===== config.mk =====
export PLATFORM = sky130hd
export DESIGN_NAME = mobo_mem_ctrl
export DESIGN_NICKNAME = d
export VERILOG_FILES = /design/src/rtl/mobo_mem_ctrl.sv
export SDC_FILE = /design/constraint.sdc
export NUM_CORES = 2
export LEC_CHECK = 0
export CORE_UTILIZATION = 63
export CTS_BUF_LIST = sky130_fd_sc_hd__clkbuf_16
export CTS_CLUSTER_DIAMETER = 200
export CTS_CLUSTER_SIZE = 8
export DETAILED_ROUTE_END_ITERATION = 10
export MAX_ROUTING_LAYER = met4
export PLACE_DENSITY_LB_ADDON = 0.05
export SETUP_SLACK_MARGIN = 0.05
export SLEW_MARGIN = 5
export SYNTH_ARGS = -nofsm -noshare
export SYNTH_HDL_FRONTEND = slang
export SYNTH_SLANG_ARGS = --single-unit

===== constraint.sdc =====
create_clock -name clk -period 4.85 [get_ports clk]
set_clock_uncertainty 0.05 [all_clocks]
set_input_delay 0.97 -clock clk [delete_from_list [all_inputs] [get_ports clk]]
set_output_delay 0.97 -clock clk [all_outputs]
set_load 0.01 [all_outputs]

===== src/rtl/mobo_mem_ctrl.sv =====
// Motherboard memory controller: word-addressed RAM behind a 4-phase
// request/done handshake with a fixed BUSY latency before completion.
`ifndef WORD_WIDTH
`define WORD_WIDTH 16
`endif

module mobo_mem_ctrl #(
  parameter int unsigned WORD_WIDTH = `WORD_WIDTH,
  parameter int unsigned DEPTH      = 256,
  parameter int unsigned LATENCY    = 3
) (
  input  logic                  clk,
  input  logic                  rst,
  input  logic [WORD_WIDTH-1:0] mobo_ctrl,
  input  logic [WORD_WIDTH-1:0] mobo_addr,
  input  logic [WORD_WIDTH-1:0] mobo_wdata,
  output logic [WORD_WIDTH-1:0] mobo_stat,
  output logic [WORD_WIDTH-1:0] mobo_rdata
);
  localparam int unsigned         AW       = (DEPTH > 1) ? $clog2(DEPTH) : 1;
  localparam logic [WORD_WIDTH:0] DEPTH_W  = (WORD_WIDTH + 1)'(DEPTH);
  localparam logic [3:0]          CNT_INIT = 4'(LATENCY - 1);

  typedef enum logic [1:0] {IDLE, WAIT, DONE} state_t;

  state_t                state, state_nx;
  logic [3:0]            cnt, cnt_nx;
  logic                  op_wr, op_wr_nx;
  logic [WORD_WIDTH-1:0] addr_q, addr_nx;
  logic [WORD_WIDTH-1:0] wdata_q, wdata_nx;
  logic [WORD_WIDTH-1:0] rdata_q, rdata_nx;
  logic                  busy, busy_nx, done, done_nx, err, err_nx;
  logic                  ram_we;
  logic [WORD_WIDTH-1:0] ram [DEPTH];

  logic          rd_req, wr_req, in_range;
  logic [AW-1:0] ram_idx;
  logic          unused_ctrl;

  assign rd_req      = mobo_ctrl[0];
  assign wr_req      = mobo_ctrl[1];
  assign unused_ctrl = ^mobo_ctrl[WORD_WIDTH-1:2];
  // Full-width compare: no address wrap into the RAM for out-of-range requests
  assign in_range    = {1'b0, addr_q} < DEPTH_W;
  assign ram_idx     = addr_q[AW-1:0];

  assign mobo_stat  = WORD_WIDTH'({err, done, busy});
  assign mobo_rdata = rdata_q;

  always_comb begin
    state_nx = state;
    cnt_nx   = cnt;
    op_wr_nx = op_wr;
    addr_nx  = addr_q;
    wdata_nx = wdata_q;
    rdata_nx = rdata_q;
    busy_nx  = busy;
    done_nx  = done;
    err_nx   = err;
    ram_we   = 1'b0;
    case (state)
      IDLE: begin
        busy_nx = 1'b0;
        done_nx = 1'b0;
        err_nx  = 1'b0;
        if (rd_req ^ wr_req) begin
          op_wr_nx = wr_req;
          addr_nx  = mobo_addr;
          wdata_nx = mobo_wdata;
          cnt_nx   = CNT_INIT;
          busy_nx  = 1'b1;
          state_nx = WAIT;
        end else if (rd_req && wr_req) begin
          done_nx  = 1'b1;
          err_nx   = 1'b1;
          state_nx = DONE;
        end
      end
      WAIT: begin
        if (cnt != 4'd0) begin
          cnt_nx = cnt - 4'd1;
        end else begin
          busy_nx  = 1'b0;
          done_nx  = 1'b1;
          state_nx = DONE;
          if (!in_range)  err_nx   = 1'b1;
          else if (op_wr) ram_we   = 1'b1;
          else            rdata_nx = ram[ram_idx];
        end
      end
      DONE: begin
        if (!rd_req && !wr_req) begin
          done_nx  = 1'b0;
          err_nx   = 1'b0;
          state_nx = IDLE;
        end
      end
      default: state_nx = IDLE;
    endcase
  end

  always_ff @(posedge clk) begin
    if (!rst) begin
      state   <= IDLE;
      cnt     <= '0;
      op_wr   <= 1'b0;
      addr_q  <= '0;
      wdata_q <= '0;
      rdata_q <= '0;
      busy    <= 1'b0;
      done    <= 1'b0;
      err     <= 1'b0;
    end else begin
      state   <= state_nx;
      cnt     <= cnt_nx;
      op_wr   <= op_wr_nx;
      addr_q  <= addr_nx;
      wdata_q <= wdata_nx;
      rdata_q <= rdata_nx;
      busy    <= busy_nx;
      done    <= done_nx;
      err     <= err_nx;
    end
  end

  // RAM is not reset; a write completing on a reset edge is dropped
  always_ff @(posedge clk) begin
    if (rst && ram_we) ram[ram_idx] <= wdata_q;
  end
endmodule


==> results.toml <==
[outcome]
outcome = "complete, but fails checks"
violations = "max-slew violations"

[sta]
hold_violations = 0
tightest_slew_ns = 1.57
period_needed_ns = 4.60
rsz0062_at_grt = "false"
finalSetupTns_ns = 0
fin_crit_sh_pct = 94.8
fmax_mhz = 217
setup_viol = 0
slew-limit-headroom_pct = -4.50
slew_violations = 66

[synth]
synth_top_area_share_pct = 76.7
synth_simple_gate_area_share_pct = 1.98
synthCells = 7280
synthArstFlopShare_pct = 0
synth_xor_area_share_pct = 0.0109
yosysWarnings = 0
synth_top_family_by_area = "multiplexers"
seq_area_frac_synth_pct = 77.4
synth_area_um2 = 160000
synth_edf_count = 4096
avgSynthCellArea_um2 = 22.0
yosysTopAreaCell = "edfxtp_1"
synth.area.top_cells = "edfxtp_1 (77%), mux4_2 (14%), mux2i_1 (1.9%), nor2_1 (0.78%), dfxtp_1 (0.72%)"
synth-compound-area-share_pct = 2.40
synth_mux_area_share_pct = 16.5
synth_fa_ha_area_share_pct = 0.0702
ys_types = 71
synth_top_flop_cell = "edfxtp_1"
ys_ff_latch = 4154

[worst_setup_path]
crit_type = "reg2reg"
cp-end-kind = "flop"
worst_r2r_path_depth = 10
cp-start-kind = "flop"
worstPathArrival_ns = 5.36
cp.required_ns = 5.61
setup.worst_path.end = "mobo_rdata[0]"
regToRegSetupSlack_ns = 0.25
worst_r2r_endpoint = "mobo_rdata[0]"
crit_start = "addr_q[1]"
cp_max_fo = 36
r2r_start = "addr_q[1]"

[route]
vias_per_cell = 6.98
dr.pass1.iters = 6
avgRoutedWirePerCell_um = 36.3
initialDrtViolationCount = 11504
totalWireLength_um = 418000
route.detailed.drc = 0
vias = 80528
ant_nets = 0

[pwr]
p_per_area_nw_per_um2 = 488
peakVddDrop_mv = 0.410
leakage_nw = 59.3

[layout]
fill_cells = 14421
final_cell_mix = "edfxtp_1 (4,096), mux4_2 (1,028), clkbuf_16 (596), buf_4 (519), mux2i_1 (306)"
syn_to_final_growth_pct = 14.7
fin_cells = 11532
drive_above_1_share_pct = 28.7
seq_area_um2 = 124000
final_common_cell = "edfxtp_1"
layout.nets = 8135
multi_input_area_um2 = 33800

[cts]
tritoncts = "yes"
htreeDepth = 6
clk_pin_slew_ns = 0.05
cts.sinks = 4154
root_buffer = "clkbuf_16"
ctsResizeCount = 0
insertion_delay_ns = 0.91
cts_setup_buffers = 0
numCtsBuffers = 593
hold_buffers = 0
clockBufferDepth = 4

[die]
coreArea_um2 = 252000
die_height_um = 507
die_area_um2 = 257000
initial_core_util_pct = 63.6
pin_count = 82
fp-row-count = 184
die_x_um = 507

[placed_design]
dp_hpwl_um = 245000
gp_congestion = 0.945
dpl.cell_count = 10829
port_buffers = 54

[global_route]
grt_max_degree = 236
overflow = 0
grt_pass1_wl_um = 592000
antenna_found_initial = 14
grt_use_total_pct = 34.1
grt_pass1_vias = 80977

[min_path]
min_path_type = "reg2reg"
whs_path_depth = 2

[run]
cap_violations = 0
power breakdown:
group,switching (mW),leakage (nW),internal [mW]
registers,0.758,38.2,41.1
logic,7.51,13.1,4.30
clock network,14.4,8.02,21.8
total,22.7,59.3,67.2
metal layers:
layer | up-vias | GRT usage [%] | share of wire, %
met5 | - | - | 0
met4 | 0 | 13.5 | 4.4
met3 | 839 | 7.03 | 11
met2 | 4969 | 51.2 | 48
met1 | 42684 | 46.5 | 37
li1 | 32036 | - | -
metrics by stage:
step / instance area, µm² / setup WS, ns / util (%) / hold slack (ns) / power [mW]
after global placement: 168000 / 0.336 / 66.6 / 0.401 / 53.9
after floorplan: 161000 / 0.547 / - / 0.388 / 49.5
after global routing: 184000 / 0.281 / 72.9 / 0.450 / 92.1
after CTS: 184000 / 0.280 / 72.9 / 0.414 / 90.1
final: 184000 / 0.250 / 72.9 / 0.414 / 89.9
after detailed placement: 168000 / 0.307 / 66.6 / 0.408 / 54.1
state kept, by name, indices dropped and copies added (netlist names):
name        count
err             1
op_wr           1
busy            1
done            1
wdata_q        16
ram          4096
addr_q         16
state           2
cnt             4
mobo_rdata     16
kinds of logic after synthesis:
group,Yosys count
compound gates,553
fa+ha+maj,9
xor+xnor,2
mux,1348
other cells,1
buf+inv,459
flops,4154
simple gates,754
layout make-up:
class / count / share of cell area (%)
Clock buffer: 596 / 8.10
Inverter: 12 / 0.0340
Clock inverter: 100 / 0.619
Tap cell: 3348 / 2.28
Sequential cell: 4154 / 67.5
Timing Repair Buffer: 636 / 3.09
Multi-Input combinational cell: 2679 / 18.4
Antenna cell: 7 / 0.00952
how the worst min path moves through the flow:
stage | startpoint | to | slack (ns)
floorplan | addr_q[13] | addr_q[13] | 0.39
global placement | addr_q[13] | addr_q[13] | 0.40
detailed placement | addr_q[13] | addr_q[13] | 0.41
CTS | addr_q[13] | addr_q[13] | 0.41
global route | addr_q[13] | addr_q[13] | 0.45
finish | addr_q[13] | addr_q[13] | 0.41
Yosys cell counts (22+ instances only):
cell	n
edfxtp_1	4096
mux4_2	1028
nor2_1	335
mux2i_1	306
nand2_1	239
clkbuf_1	136
buf_2	134
a22oi_1	107
buf_4	87
a21oi_1	84
nand3_1	77
o22ai_1	70
buf_6	64
o21ai_0	59
dfxtp_1	58
a21boi_0	37
a32oi_1	25
buf_1	24
nor3_1	22
worst max-delay path, stage by stage (launching register included):
cell and delay, ns:
dfxtp_4 0.87, buf_12 0.36, buf_12 0.32, buf_4 0.27, mux4_2 0.53, mux2i_1 0.19, o22ai_1 0.16, nor3_1 0.78
buf_4 0.27, o2111ai_1 0.25, o221a_1 0.31
(Power assumes the default switching activity.)
